### src/rtl/chan_pkg.sv
// rtl/chan_pkg.sv - shared channel error model types, LFSR taps and rotated-mask helper
package chan_pkg;

  typedef enum logic [1:0] {
    FI_OFF   = 2'd0,
    FI_RAND  = 2'd1,
    FI_BURST = 2'd2,
    FI_FIXED = 2'd3
  } fi_mode_t;

  typedef enum logic {
    ST_IDLE  = 1'b0,
    ST_BURST = 1'b1
  } burst_state_t;

  // Galois feedback for x^32 + x^22 + x^2 + x + 1 (right-shifting form)
  localparam logic [31:0] LFSR_TAPS = 32'h8020_0003;

  // n contiguous ones starting at bit pos, wrapping at bit w-1 -> 0 (w <= 32)
  function automatic logic [31:0] rot_mask(input int unsigned n, input int unsigned pos,
                                           input int unsigned w);
    logic [31:0] m;
    m = '0;
    for (int unsigned i = 0; i < 32; i++) begin
      if (i < n) m = m | (32'd1 << ((pos + i) % w));
    end
    return m;
  endfunction

endpackage

### src/rtl/lfsr32.sv
// rtl/lfsr32.sv - 32-bit Galois LFSR, advances one step per cycle with step high
module lfsr32
  import chan_pkg::*;
(
  input  logic        clk,
  input  logic        rst,
  input  logic        step,
  input  logic [31:0] seed,
  output logic [31:0] q
);

  logic [31:0] q_next;

  assign q_next = q[0] ? ((q >> 1) ^ LFSR_TAPS) : (q >> 1);

  // An all-zero state would lock up, so a zero seed is replaced by 1
  always_ff @(posedge clk) begin
    if (rst) q <= (seed == 32'd0) ? 32'd1 : seed;
    else if (step) q <= q_next;
  end

endmodule

### src/rtl/channel_error_injector.sv
// rtl/channel_error_injector.sv - channel error model (optional stats under CEI_STATS_EN)
module channel_error_injector
  import chan_pkg::*;
#(
  parameter int          W         = 7,
  parameter int          MAX_FLIPS = 2,
  parameter logic [31:0] LFSR_SEED = 32'hACE12468,
  parameter int          BLEN_W    = 4
) (
  input  logic                               clk,
  input  logic                               rst,
  input  logic [1:0]                         cfg_mode,
  input  logic [15:0]                        cfg_thresh,
  input  logic [$clog2(MAX_FLIPS+1)-1:0]     cfg_nflip,
  input  logic [BLEN_W-1:0]                  cfg_burst_len,
  input  logic [W-1:0]                       cfg_mask,
  input  logic                               in_valid,
  output logic                               in_ready,
  input  logic [W-1:0]                       in_data,
  output logic                               out_valid,
  input  logic                               out_ready,
  output logic [W-1:0]                       out_data,
  output logic [W-1:0]                       out_err_mask,
  output logic                               out_err,
`ifdef CEI_STATS_EN
  output logic [31:0]                        bits_flipped,
  output logic [31:0]                        words_seen,
`endif
  output logic [31:0]                        err_count
);

  localparam int NF_W = $clog2(MAX_FLIPS + 1);

  fi_mode_t     mode;
  burst_state_t state, state_nxt;
  logic [BLEN_W-1:0] remaining, rem_nxt, blen_eff;
  logic [NF_W-1:0]   n_eff;
  logic [31:0]       lfsr_q;
  logic [15:0]       pos;
  logic              accept, trig;
  logic [W-1:0]      rand_mask, one_mask, mask_nxt;

  assign mode     = fi_mode_t'(cfg_mode);
  assign in_ready = !out_valid || out_ready;
  assign accept   = in_valid && in_ready;

  lfsr32 u_lfsr (
    .clk  (clk),
    .rst  (rst),
    .step (accept),
    .seed (LFSR_SEED),
    .q    (lfsr_q)
  );

  assign trig = (lfsr_q[15:0] < cfg_thresh) || (cfg_thresh == 16'hFFFF);
  assign pos  = lfsr_q[31:16] % 16'(W);

  always_comb begin
    n_eff = cfg_nflip;
    if (cfg_nflip == '0) n_eff = NF_W'(1);
    else if (cfg_nflip > NF_W'(MAX_FLIPS)) n_eff = NF_W'(MAX_FLIPS);
  end

  assign blen_eff  = (cfg_burst_len == '0) ? BLEN_W'(1) : cfg_burst_len;
  assign rand_mask = W'(rot_mask(32'(n_eff), 32'(pos), W));
  assign one_mask  = W'(rot_mask(32'd1, 32'(pos), W));

  always_ff @(posedge clk) begin
    if (rst) begin
      state     <= ST_IDLE;
      remaining <= '0;
    end else begin
      state     <= state_nxt;
      remaining <= rem_nxt;
    end
  end

  // Burst progress only moves on accepted words; leaving BURST mode aborts it
  always_comb begin
    state_nxt = state;
    rem_nxt   = remaining;
    if (accept) begin
      if (mode != FI_BURST) begin
        state_nxt = ST_IDLE;
      end else if (state == ST_BURST) begin
        if (remaining <= BLEN_W'(1)) state_nxt = ST_IDLE;
        else rem_nxt = remaining - BLEN_W'(1);
      end else if (trig && (blen_eff > BLEN_W'(1))) begin
        state_nxt = ST_BURST;
        rem_nxt   = blen_eff - BLEN_W'(1);
      end
    end
  end

  always_comb begin
    mask_nxt = '0;
    case (mode)
      FI_OFF:   mask_nxt = '0;
      FI_RAND:  mask_nxt = trig ? rand_mask : '0;
      FI_BURST: mask_nxt = (state == ST_BURST || trig) ? one_mask : '0;
      FI_FIXED: mask_nxt = trig ? cfg_mask : '0;
      default:  mask_nxt = '0;
    endcase
  end

  always_ff @(posedge clk) begin
    if (rst) begin
      out_valid    <= 1'b0;
      out_data     <= '0;
      out_err_mask <= '0;
      out_err      <= 1'b0;
      err_count    <= '0;
    end else begin
      if (accept) begin
        out_valid    <= 1'b1;
        out_data     <= in_data ^ mask_nxt;
        out_err_mask <= mask_nxt;
        out_err      <= |mask_nxt;
        if ((|mask_nxt) && (err_count != 32'hFFFF_FFFF)) err_count <= err_count + 32'd1;
      end else if (out_ready) begin
        out_valid <= 1'b0;
      end
    end
  end

`ifdef CEI_STATS_EN
  logic [32:0] bits_sum;
  assign bits_sum = {1'b0, bits_flipped} + 33'($countones(mask_nxt));

  always_ff @(posedge clk) begin
    if (rst) begin
      bits_flipped <= '0;
      words_seen   <= '0;
    end else if (accept) begin
      bits_flipped <= bits_sum[32] ? 32'hFFFF_FFFF : bits_sum[31:0];
      if (words_seen != 32'hFFFF_FFFF) words_seen <= words_seen + 32'd1;
    end
  end
`endif

endmodule
### config.mk
export PLATFORM = sky130hd
export DESIGN_NAME = channel_error_injector
export DESIGN_NICKNAME = d
export VERILOG_FILES = /design/src/rtl/chan_pkg.sv /design/src/rtl/lfsr32.sv /design/src/rtl/channel_error_injector.sv
export SDC_FILE = /design/constraint.sdc
export NUM_CORES = 1
export LEC_CHECK = 0
export CAP_MARGIN = 15
export CORE_MARGIN = 2
export CORE_UTILIZATION = 58
export CTS_BUF_LIST = sky130_fd_sc_hd__clkbuf_16
export DETAILED_ROUTE_END_ITERATION = 7
export PLACE_DENSITY = 0.9
export SETUP_SLACK_MARGIN = 0.5
export SYNTH_ARGS = -nofsm -noshare
export SYNTH_HDL_FRONTEND = slang
export SYNTH_SLANG_ARGS = --single-unit
### constraint.sdc
create_clock -name clk -period 11.8 [get_ports clk]
set_input_delay 2.36 -clock clk [delete_from_list [all_inputs] [get_ports clk]]
set_output_delay 2.36 -clock clk [all_outputs]
set_load 0.02 [all_outputs]
* Word-level counts from Yosys, hierarchy flattened *
Cells that the tools add are included.

storage, ports and cells
  register bits = 85
  input bits = 42
  output and inout bits = 49
  logic and storage cells = 74

operators by class
  add/sub/neg operators = 5
  div/mod/pow operators = 4
  $lt $le $gt $ge = 7
  eq/ne operators = 7
  shifts and indexed selects = 3
  multiplexer cells = 20
  bitwise operators = 5
  reduce and logical (&&, ||, !) cells = 15

operators with widths
  operator                                                               number
  1-bit by 32-bit << shifter with 7-bit output, first input constant     3
  32-bit by 3-bit modulo with 32-bit output, second input constant       2
  7-bit two-way mux                                                      6
  32-bit by 1-bit adder with 32-bit output, second input constant        1
  16-bit by 3-bit modulo with 32-bit output, second input constant       1
  32-bit two-way mux                                                     1
  32-bit != test, second input constant                                  1
  7-bit case mux with 4 select lines                                     1
  16-bit by 1-bit adder with 17-bit output, second input constant        1
  16-bit by 2-bit adder with 17-bit output, second input constant        1
  16-bit == test, second input constant                                  1
  16-bit < comparator                                                    1
  16-bit by 3-bit modulo with 16-bit output, second input constant       1
  4-bit two-way mux                                                      4
  7-bit OR                                                               2
  4-bit by 1-bit subtractor with 4-bit output, second input constant     2
  7-bit OR reduction                                                     1
  7-bit XOR                                                              1
  1-bit two-way mux                                                      6
  2-bit == test, second input constant                                   2
  4-bit by 1-bit > comparator with 1-bit output, second input constant   1
  4-bit by 1-bit <= comparator with 1-bit output, second input constant  1
  2-bit zero test                                                        2
  4-bit zero test                                                        1
  other kinds (14)                                                       22

* Depth between registers and ports, before layout *
Gate-level depths: netlist of the first run.

  depth after elaboration = 14
  depth in mapped cells = 56

* By module *
A second synthesis of the first run with hierarchy kept.

second synthesis, totals
  cell total of the unflattened synthesis = 999
  area, all modules = 8,404.3 µm²

by module, submodules not included
  module                  times used  cells an instance  area an instance (µm²)  seq. area each (µm²)
  channel_error_injector  1           913                6,919.1                 1,061.0
  lfsr32                  1           86                 1,485.2                 960.9

* Worst setup path before layout of the first run *
Ideal clock, no wire load.

  path kind = reg-to-reg
  start = register u_lfsr.q[31]
  end = register err_count[5]
  arrival = 10.669 ns
  slack = 1.008 ns
  cell stages (with the launch flop) = 51
  buffers on the path = 7
  clock period less this slack = 10.792 ns
  path through = dfxtp_1 buf_4 buf_6 o211a_2 o41ai_4 mux2i_1 a221o_1 a311o_1 a2111oi_4 a21oi_2 a211oi_2 o2111ai_1 o21a_1 o211ai_1 o21ai_1 ha_1 nand2_1 o32ai_2 (+15 left out) inv_2 ha_1 nor3_1 o31a_1 o21ai_0 o211ai_1 ha_1 buf_1 nand2_1 a211o_1 o221a_2 mux2i_1 o22ai_1 a21o_1 a21oi_4 buf_6 nand4_1 mux2_1

between the ends
  longest elaborated chain between the ends = 13
  elaborated cells between the ends (all ways) = 20

ends and longest elaborated chain
  element                                                                                                           RTL line                       RTL
  from (decl)                                                                                                       lfsr32.sv:9                    output logic [31:0] q
  from (signal assigned)                                                                                            lfsr32.sv:18                   if (rst) q <= (seed == 32'd0) ? 32'd1 : seed;
  from (signal assigned)                                                                                            lfsr32.sv:19                   else if (step) q <= q_next;
  16-bit by 3-bit modulo with 16-bit output (*)                                                                     channel_error_injector.sv:56   assign pos = lfsr_q[31:16] % 16'(W);
  16-bit by 1-bit adder with 17-bit output / 16-bit by 3-bit modulo with 32-bit output (equally long branches)      chan_pkg.sv:25                 if (i < n) m = m | (32'd1 << ((pos + i) % w));
  32-bit by 3-bit modulo with 32-bit output / 1-bit by 32-bit << shifter with 7-bit output (equally long branches)  chan_pkg.sv:25
  1-bit by 32-bit << shifter with 7-bit output / 7-bit two-way mux (equally long branches)                          chan_pkg.sv:25
  7-bit OR                                                                                                          chan_pkg.sv:25
  7-bit two-way mux                                                                                                 chan_pkg.sv:25
  7-bit OR                                                                                                          chan_pkg.sv:25
  7-bit two-way mux                                                                                                 chan_pkg.sv:25
  7-bit two-way mux                                                                                                 channel_error_injector.sv:99   FI_RAND: mask_nxt = trig ? rand_mask : '0;
  7-bit case mux with 4 select lines (*)                                                                            channel_error_injector.sv:97   case (mode)
  7-bit OR reduction (*)                                                                                            channel_error_injector.sv:119  if ((|mask_nxt) && (err_count != 32'hFFFF_FFFF)) err_count <= err_count + 32'd1;
  1-bit logical AND (*)                                                                                             channel_error_injector.sv:119
  2-bit AND reduction (no line) (*)                                                                                 --
  to (signal assigned)                                                                                              channel_error_injector.sv:119
  to (decl)                                                                                                         channel_error_injector.sv:29   output logic [31:0] err_count

Mark *: on every way between the ends. The rest lies on a longest branch, timed or not.
A chain may end at the register's enable or synchronous reset.

* Worst setup path in the final report of the first run *
  start = register u_lfsr.q[27]
  end = register err_count[22]

The elaborated chain is that of the path after synthesis.

==> summary.md, run 1 <==
| Metric | Value |
|---|---|
| Grt ovf | 0 |
| Hold_buf cts | 0 |
| Clock-pin slew on the worst setup and hold paths | 60 ps |
| Crit path kind | flip-flop to flip-flop |
| Worst r2r src | u_lfsr.q[27] |
| Clock insertion delay at the later pin of the skew report | 360 ps |
| Hold path depth | 2 |
| Mapped Cells | 1020 |
| Share of cells above drive strength 1 | 12.0% |
| R2r worst-path depth | 45 |
| Crit-path slowest cell | o41ai_4 |
| Slew @ Worst Pin | 944 ps |
| First-pass GRT wire length | 34700 um |
| H-tree depth | 3 |
| Fin crit share | 90.2% |
| Asr flop ratio synth | 0% |
| Synthesized area per cell | 7.55 um^2 |
| HPWL after DPL | 15200 um |
| Fmax | 94.0 MHz |
| CTS sink cnt | 85 |
| Synth Flop Type | dfxtp_1 |
| Initial antenna violation count | 0 |
| CP Capture Type | flip-flop |
| Pwr/cell area | 271 mW/mm^2 |
| Hold_sp | out_data[1] |
| Hold violation count in the final report | 0 |
| IO Port Bufs | 89 |
| DR vias | 8130 |
| Slew headroom | 37.0% |
| CTS root buffer | clkbuf_16 |
| Skew final | 5.10 ps |
| Sw Pwr | 1.27 mW |
| Layout overhead on the synthesized area | 19.0% |
| Final WS setup | 1160 ps |
| Post-synth EDFFs | 0 |
| Hold slack | 461 ps |
| CTS tree | built |
| Placed Cells | 1254 |
| Min Tclk post-route | 10640 ps |
| Hold path endpoint | out_data[1] |
| Core area | 0.0131 mm^2 |
| Final slew viol count | 0 |
| Max Cap Violations | 0 |
| RePlAce Congestion | 0.994 |
| Total GRT Usage | 29.3% |
| Die Y | 119 um |
| Place WS | 376 ps |
| Vias in the first global route | 7368 |
| Critical path fanouts, max | 12 |
| Synth Net Count | 1093 |
| Status | finished clean |
| Drt drc | 0 |
| DR iter-0 viols | 936 |
| Total power | 2.48 mW |
| DR pass1 iterations | 6 |
| Hold crit path type | flip-flop to flip-flop |
| Lkg Pwr | 3.45 nW |
| Final Instance Count excl. Fillers | 1275 |
| Setup_tns | 0 ps |
| Post-Route WL | 21300 um |
| Post-route cell area | 0.00916 mm^2 |
| Antenna Cells | 0 |
| Yosys reg bits | 85 |
| Arrival time at the worst endpoint | 10880 ps |
| Clk buf depth | 2 |
| Die W | 119 um |
| TritonCTS buffer count | 9 |
| Via/cell ratio | 6.38 |
| Final Setup Violations | 0 |
| Ys Warns | 0 |
| Internal Power | 1.21 mW |
| Power share of the combinational group | 74.9% |
| Die ar. | 0.0142 mm^2 |
| Pin count of the biggest net entering global routing | 96 |
| VDD IR max | 182 uV |
| Initial Utilization | 58.8% |
| Std-Cell Rows | 42 |
| Yosys cell types | 106 |
| Post-layout util | 70.0% |
| Post-DP Area | 0.00868 mm^2 |
| Wire per inst | 16.7 um |
| Sequential power share | 13.6% |
| Fin nets | 1168 |
| Post-Syn Area | 0.00770 mm^2 |
| Clk pwr share | 11.6% |
| Ports | 91 |
| Switching Share | 51.1% |
| Reg-to-reg slack, setup | 1160 ps |
| Critical Path Source Type | flip-flop |
| Worst R2R End | err_count[22] |
| ANT nets after route | 0 |
| Critical Path Max Stage Delay | 450 ps |
| Required time of the critical path | 12040 ps |
| RSZ-0062 raised after global routing | no |
| Seq/Total Area, Yosys | 22.1% |
[Yosys cell counts (17+ instances only)]
cell | n | area [um^2]
a211oi_1 | 17 | 128
a21oi_1 | 63 | 315
and3_1 | 17 | 106
clkbuf_1 | 27 | 101
dfxtp_1 | 85 | 1700
ha_1 | 31 | 388
inv_1 | 50 | 188
nand2_1 | 118 | 443
nand3_1 | 45 | 225
nand4_1 | 26 | 163
nor2_1 | 97 | 364
nor3_1 | 26 | 130
o21ai_0 | 35 | 175
xor2_1 | 17 | 149
[cell families (layout without fill, tap and decap cells)]
family | after synthesis | count (layout) | synth area share, %
DFF | 85 | 85 | 22.1
xor gates and xnor gates | 33 | 33 | 3.75
adders and majority gates | 31 | 31 | 5.04
muxes | 23 | 23 | 3.15
and+or+nand+nor | 440 | 440 | 28.9
AOI/OAI and AO/OA | 296 | 296 | 30.1
buffers and inverters | 112 | 191 | 6.92
[final cells by class]
type / count / area, um^2
Fill cell: 1033 / 3930
Multi-Input combinational cell: 823 / 5590
Inverter: 53 / 199
Clock inverter: 6 / 62.6
Clock buffer: 9 / 225
Tap cell: 176 / 220
Sequential cell: 85 / 1720
Timing Repair Buffer: 123 / 1140
[how the worst max path moves through the flow]
stage | to | from | slack [ps]
2_1_floorplan | err_count[5] | u_lfsr.q[31] | 1010
3_3_place_gp | err_count[22] | u_lfsr.q[27] | 580
3_5_place_dp | err_count[22] | u_lfsr.q[27] | 380
4_1_cts | err_count[13] | u_lfsr.q[27] | 510
5_1_grt | err_count[19] | u_lfsr.q[27] | 550
6_report | err_count[22] | u_lfsr.q[27] | 1160
[layout by cell type, fill, tap and decap left out, types with 10 or more instances in the layout]
| cell | instances |
|---|---|
| o21ai_0 | 35 |
| nor2_1 | 96 |
| inv_1 | 51 |
| a211oi_1 | 17 |
| nand2_1 | 117 |
| o31ai_1 | 15 |
| nand3_1 | 45 |
| xnor2_1 | 16 |
| dfxtp_1 | 79 |
| nand3b_1 | 13 |
| and2_1 | 14 |
| nor3_1 | 24 |
| and3_1 | 17 |
| ha_1 | 27 |
| buf_4 | 33 |
| xor2_1 | 17 |
| mux2i_1 | 11 |
| o211ai_1 | 16 |
| nand4_1 | 26 |
| a21oi_1 | 62 |
| nor2b_1 | 11 |
| clkdlybuf4s50_1 | 88 |
| a21o_1 | 10 |
| or3_1 | 13 |
[power by group through the flow]
| stage | registers (mW) | logic [mW] | clock network (mW) |
|---|---|---|---|
| 2_1_floorplan | 0.344 | 1.30 | 0 |
| 3_3_place_gp | 0.341 | 1.68 | 0 |
| 3_5_place_dp | 0.343 | 1.72 | 0 |
| 4_1_cts | 0.337 | 1.74 | 0.289 |
| 5_1_grt | 0.340 | 2.02 | 0.300 |
| 6_report | 0.337 | 1.86 | 0.287 |
[flip-flops by register name (all words and copies together) (netlist names)]
signal        count
state             1
out_err_mask      7
u_lfsr.q         32
remaining         4
out_err           1
out_data          7
err_count        32
out_valid         1
[layer usage]
| metal | global-route usage [%] | routed length (um) | up-vias |
|---|---|---|---|
| li1 | - | - | 3934 |
| met1 | 35.4 | 8760 | 3801 |
| met2 | 51.7 | 10400 | 340 |
| met3 | 5.60 | 1530 | 55 |
| met4 | 10.1 | 544 | 0 |
| met5 | 0 | 0 | - |
[what timing repair did]
item,4_1_cts,5_1_grt
setup buffers,0,6
hold endpoints to repair,0,0
pin swaps,0,3
gates resized for setup,6,32
endpoints found under the setup margin,33,47
[worst max-delay path: cells and delay by family, from the launching register on]
family                   cells  cell delay [ps]
AO/OA/AOI/OAI               20             5030
AND/OR/NAND/NOR             11             2110
adder cells (fa/ha/maj)      5             1340
multiplexers                 4              900
buffers and inverters        4              460
flip-flops                   1              390
XOR/XNOR                     1              290
Note: power is estimated with default switching activity, not from simulation.
==> run 2: changes to the inputs <==
- CORE_UTILIZATION: 58 -> 23
- PLACE_DENSITY: 0.9 -> 0.48
==> summary.md, run 2 (synthesis results as in run 1) <==
| Metric | Value |
|---|---|
| Status | finished clean |
| Drt drc | 0 (unchanged) |
| Layout overhead on the synthesized area | 24.3% |
| CP Buf/Inv Count | 4 (unchanged) |
| Worst r2r src | u_lfsr.q[31] |
| Required time of the critical path | 11990 ps (-50 ps) |
| Clock insertion delay at the later pin of the skew report | 350 ps (about the same) |
| Fin crit share | 89.2% (-0.98 points) |
| Fmax | 95.0 MHz (+1.1%) |
| Metal3 WL | 1450 um (-5.4%) |
| Total GRT Usage | 12.9% (-16 points) |
| Crit-path slowest cell | dfxtp_4 |
| TritonCTS buffer count | 9 (unchanged) |
| Hold_buf cts | 0 (unchanged) |
| Initial antenna violation count | 1 (+1) |
| Vias in the first global route | 7336 (-0.43%) |
| CP Capture Type | flip-flop |
| Die Y | 187 um (+57%) |
| Slew headroom | 32.2% (-4.8 points) |
| Ports | 91 (unchanged) |
| Reg-to-reg slack, setup | 1270 ps (+120 ps) |
| Crit path kind | flip-flop to flip-flop |
| First-pass GRT wire length | 37700 um (+8.7%) |
| Commonest non-fill, non-tap cell in the layout | nand2_1 |
| RSZ-0062 raised after global routing | no |
| Lkg Pwr | 3.55 nW (+2.9%) |
| Hold path depth | 2 (unchanged) |
| Min Tclk post-route | 10530 ps (-116 ps) |
| Hold violation count in the final report | 0 (unchanged) |
| Initial Utilization | 23.5% (-35 points) |
| Worst R2R End | err_count[9] |
| Clk buf depth | 2 (unchanged) |
| Met1 Wirelength | 10900 um (+24%) |
| Arrival time at the worst endpoint | 10720 ps (-160 ps) |
| Critical Path Max Stage Delay | 460 ps (about the same) |
| Hold_sp | out_data[1] |
| Final Setup Violations | 0 (unchanged) |
| DR top layer | met4 |
| CTS tree | built |
| Slew @ Worst Pin | 1020 ps (+72.4 ps) |
| H-tree depth | 3 (unchanged) |
| Grt ovf | 0 (unchanged) |
| Critical path fanouts, max | 19 (+7) |
| Share of cells above drive strength 1 | 12.3% (+0.30 points) |
| Wire per inst | 14.7 um (-12%) |
| Critical Path Source Type | flip-flop |
| Most frequent cells in the layout | nand2_1, nor2_1, clkdlybuf4s50_1, dfxtp_1, a21oi_1 |
| Hold path endpoint | out_data[1] |
| Post-Route WL | 22900 um (+7.9%) |
| RePlAce Congestion | 0.821 (-17%) |
| CTS sink cnt | 85 (unchanged) |
| Die ar. | 0.0349 mm^2 (+150%) |
| Via/cell ratio | 5.01 (-21%) |
| DR iter-0 viols | 334 (-64%) |
| Pin count of the biggest net entering global routing | 96 (unchanged) |
| Std-Cell Rows | 66 (+57%) |
| DR pass1 iterations | 4 (-2) |
| DR vias | 7789 (-4.2%) |
| Pwr/cell area | 271 mW/mm^2 (+0.13%) |
| VDD IR max | 173 uV (-4.9%) |
| Skew final | 13.5 ps (+8.36 ps) |
| IO Port Bufs | 89 (unchanged) |
| ANT nets after route | 0 (unchanged) |
| R2r worst-path depth | 46 (+2.2%) |
| # fillers | 3584 (+250%) |
| Biggest regs | err_count (32), u_lfsr.q (32) |
| Met2 wire len | 10400 um (about the same) |
| CTS root buffer | clkbuf_16 |
| Hold crit path type | flip-flop to flip-flop |
| Antenna Cells | 0 (unchanged) |
| Final slew viol count | 0 (unchanged) |
| Die W | 187 um (+57%) |
| Setup_tns | 0 ps (unchanged) |
| HPWL after DPL | 17200 um (+13%) |
| Post-layout util | 29.2% (-41 points) |
| Clock-pin slew on the worst setup and hold paths | 60 ps (about the same) |
| CP delay by family, top | compound AO/OA/AOI/OAI gates |
| Max Cap Violations | 0 (unchanged) |
| Hold slack | 451 ps (-10.3 ps) |
| Core area | 0.0328 mm^2 (+150%) |
| Fin nets | 1182 (+1.2%) |
[run 2: area by class of cell]
class | count | area, um^2 | area share (%)
Multi-Input combinational cell | 823 | 5510 | 57.6
Sequential cell | 85 | 1720 | 18.0
Timing Repair Buffer | 137 | 1250 | 13.1
Tap cell | 442 | 553 | 5.78
Clock buffer | 9 | 225 | 2.35
Inverter | 53 | 199 | 2.08
Clock inverter | 6 | 104 | 1.09
[run 2: per-layer routing]
| layer | GRT usage (%) | vias to the layer above |
|---|---|---|
| met5 | 0 | - |
| met4 | 2.47 | 0 |
| met3 | 4.24 | 17 |
| met2 | 21.3 | 129 |
| met1 | 16.4 | 3679 |
| li1 | - | 3964 |
[run 2: worst max path at each step]
| stage | startpoint | endpoint | depth (start not counted) |
|---|---|---|---|
| 2_1_floorplan | u_lfsr.q[31] | err_count[5] | 50 |
| 3_3_place_gp | u_lfsr.q[27] | err_count[11] | 46 |
| 3_5_place_dp | u_lfsr.q[27] | err_count[22] | 45 |
| 4_1_cts | u_lfsr.q[29] | err_count[22] | 45 |
| 5_1_grt | u_lfsr.q[31] | err_count[9] | 49 |
| 6_report | u_lfsr.q[31] | err_count[9] | 46 |
[run 2: worst register-to-register path, delay by kind of cell, from the launching register on]
family                     cells  cell delay, ps
muxes                          3             550
buffers and inverters          4             430
xor gates and xnor gates       1             270
DFF                            1             460
and+or+nand+nor               10            1770
AOI/OAI and AO/OA             23            5600
adders and majority gates      5            1300
[run 2: repair_timing]
action,in CTS,in global routing
pin swaps,0,6
gates resized for setup,4,18
endpoints found under the setup margin,13,47
buffers inserted,0,4
[run 2: power breakdown]
part | internal (mW) | leakage [nW] | switching [mW]
Sequential | 0.309 | 0.696 | 0.0278
Clock | 0.204 | 0.166 | 0.119
Combinational | 0.812 | 2.68 | 1.12
[run 2: stage by stage]
step	setup WS [ps]	cell area (um^2)	std cells	total power, mW
floorplan	1010	7700	1020	1.64
global placement	495	9140	1536	2.18
detailed placement	476	9140	1536	2.20
CTS	504	9470	1551	2.55
global route	458	9560	1555	2.82
finish	1270	9560	1555	2.59
==> run 3: changes to the inputs <==
- RECOVER_POWER: unset -> 50
==> summary.md, run 3 (synthesis results as in run 1) <==
| Metric | Value |
|---|---|
| Setup_tns | 0 ps (unchanged) |
| Slew @ Worst Pin | 4250 ps (+3230 ps) |
| Final Instance Count excl. Fillers | 1555 (unchanged) |
| Total GRT Usage | 12.9% (unchanged) |
| CP Capture Type | flip-flop |
| Core area | 0.0328 mm^2 (unchanged) |
| Final slew viol count | 96 (+96) |
| Die ar. | 0.0349 mm^2 (unchanged) |
| Die Y | 187 um (unchanged) |
| Clock-pin slew on the worst setup and hold paths | 60 ps (about the same) |
| Min Tclk post-route | 10670 ps (+146 ps) |
| Status | complete, but fails checks |
| Via/cell ratio | 4.99 (-0.30%) |
| Std-Cell Rows | 66 (unchanged) |
| Place WS | 476 ps (unchanged) |
| Fin crit share | 90.5% (+1.2 points) |
| DR pass1 iterations | 6 (+2) |
| HPWL after DPL | 17200 um (unchanged) |
| RePlAce Congestion | 0.821 (unchanged) |
| Slew headroom | -183% (-220 points) |
| Fin nets | 1182 (unchanged) |
| Final Setup Violations | 0 (unchanged) |
| DR vias | 7766 (-0.30%) |
| Max Cap Violations | 1 (+1) |
| Critical Path Max Stage Delay | 460 ps (about the same) |
| Skew final | 14.0 ps (+0.527 ps) |
| DR iter-0 viols | 344 (+3.0%) |
| Clk buf depth | 2 (unchanged) |
| Fmax | 93.7 MHz (-1.4%) |
| Biggest regs | err_count (32), u_lfsr.q (32) |
| VDD IR max | 174 uV (+0.34%) |
| Drt drc | 0 (unchanged) |
| Grt ovf | 0 (unchanged) |
| Share of cells above drive strength 1 | 12.2% (-0.090 points) |
| Initial antenna violation count | 1 (unchanged) |
| First-pass GRT wire length | 37700 um (unchanged) |
| Antenna Cells | 0 (unchanged) |
| Post-Route WL | 22800 um (-0.56%) |
| Hold slack | 448 ps (-2.89 ps) |
| # fillers | 3584 (unchanged) |
| Required time of the critical path | 11840 ps (-150 ps) |
| Commonest non-fill, non-tap cell in the layout | nand2_1 |
| Initial Utilization | 23.5% (unchanged) |
| Failing checks | max-capacitance violations, max-slew violations |
| Pin count of the biggest net entering global routing | 96 (unchanged) |
| Arrival time at the worst endpoint | 10710 ps (about the same) |
| Vias in the first global route | 7336 (unchanged) |
| Final WS setup | 1130 ps (-146 ps) |
| IO Port Bufs | 89 (unchanged) |
| RSZ-0062 raised after global routing | no |
| Crit-path slowest cell | dfxtp_4 |
| CTS sink cnt | 85 (unchanged) |
| ANT nets after route | 0 (unchanged) |
| Critical path fanouts, max | 17 (-2) |
| Placed Cells | 1536 (unchanged) |
| Layout overhead on the synthesized area | 24.2% (about the same) |
| Hold crit path type | flip-flop to flip-flop |
| Pwr/cell area | 271 mW/mm^2 (-0.29%) |
| Most frequent cells in the layout | nand2_1, nor2_1, dfxtp_1, a21oi_1, inv_1 |
| Wire per inst | 14.7 um (-0.56%) |
| Post-layout util | 29.2% (about the same) |
| Hold path depth | 2 (unchanged) |
| Critical Path Source Type | flip-flop |
| Crit path kind | flip-flop to flip-flop |
| Die W | 187 um (unchanged) |
| R2r worst-path depth | 46 (unchanged) |
| CTS root buffer | clkbuf_16 |
| Hold violation count in the final report | 0 (unchanged) |
| Ports | 91 (unchanged) |
| Hold_buf cts | 0 (unchanged) |
| TritonCTS buffer count | 9 (unchanged) |
| Clock insertion delay at the later pin of the skew report | 350 ps (about the same) |
| Lkg Pwr | 3.66 nW (+3.3%) |
| CTS tree | built |
| H-tree depth | 3 (unchanged) |
==> run 3: what timing repair did <==
| item | CTS | global route |
|---|---|---|
| endpoints found under the hold margin | 0 | 0 |
| gates cloned | 0 | 0 |
| buffers inserted | 0 | 4 |
| resized for setup | 4 | 18 |
| setup endpoints to repair | 13 | 47 |
| pin swaps | 0 | 6 |
==> run 3: worst max-delay path: cells and delay by family, from the launching register on <==
kind / cells / cell delay (ps)
XOR/XNOR: 1 / 270
AND/OR/NAND/NOR: 10 / 1770
multiplexers: 3 / 550
flip-flops: 1 / 460
buffers and inverters: 4 / 410
AO/OA/AOI/OAI: 23 / 5570
adder cells (fa/ha/maj): 5 / 1300
==> run 3: power by group <==
part	internal, mW	switching (mW)
registers	0.309	0.0272
logic	0.808	1.12
clock network	0.204	0.118
==> run 3: metrics by stage <==
step	area, um^2	total power, mW
2_1_floorplan	7700	1.64
3_3_place_gp	9140	2.18
3_5_place_dp	9140	2.20
4_1_cts	9470	2.55
5_1_grt	9560	2.82
6_report	9560	2.59
==> run 3: path summary, 6_finish.rpt <==
path           startpoint  slack (ps)      endpoint
min reg2reg   out_data[1]         450   out_data[1]
max reg2reg  u_lfsr.q[28]        1130  err_count[9]
min           out_data[1]         450   out_data[1]
max          u_lfsr.q[28]        1130  err_count[9]
==> run 3: cell type report <==
cell class / count / area [um^2] / area share (%)
Sequential cell: 85 / 1720 / 18.0
Multi-Input combinational cell: 823 / 5510 / 57.7
Clock inverter: 6 / 104 / 1.09
Timing Repair Buffer: 137 / 1240 / 13.0
Inverter: 53 / 199 / 2.08
Tap cell: 442 / 553 / 5.78
Clock buffer: 9 / 225 / 2.36
==> run 3: layer usage <==
layer,up-vias,routed length (um),share of wire (%),global-route usage [%]
met3,21,1440,6.3,4.24
met2,124,10300,45,21.3
met4,0,236,1.0,2.47
met1,3651,10800,47,16.4
met5,-,0,0,0
li1,3970,-,-,-
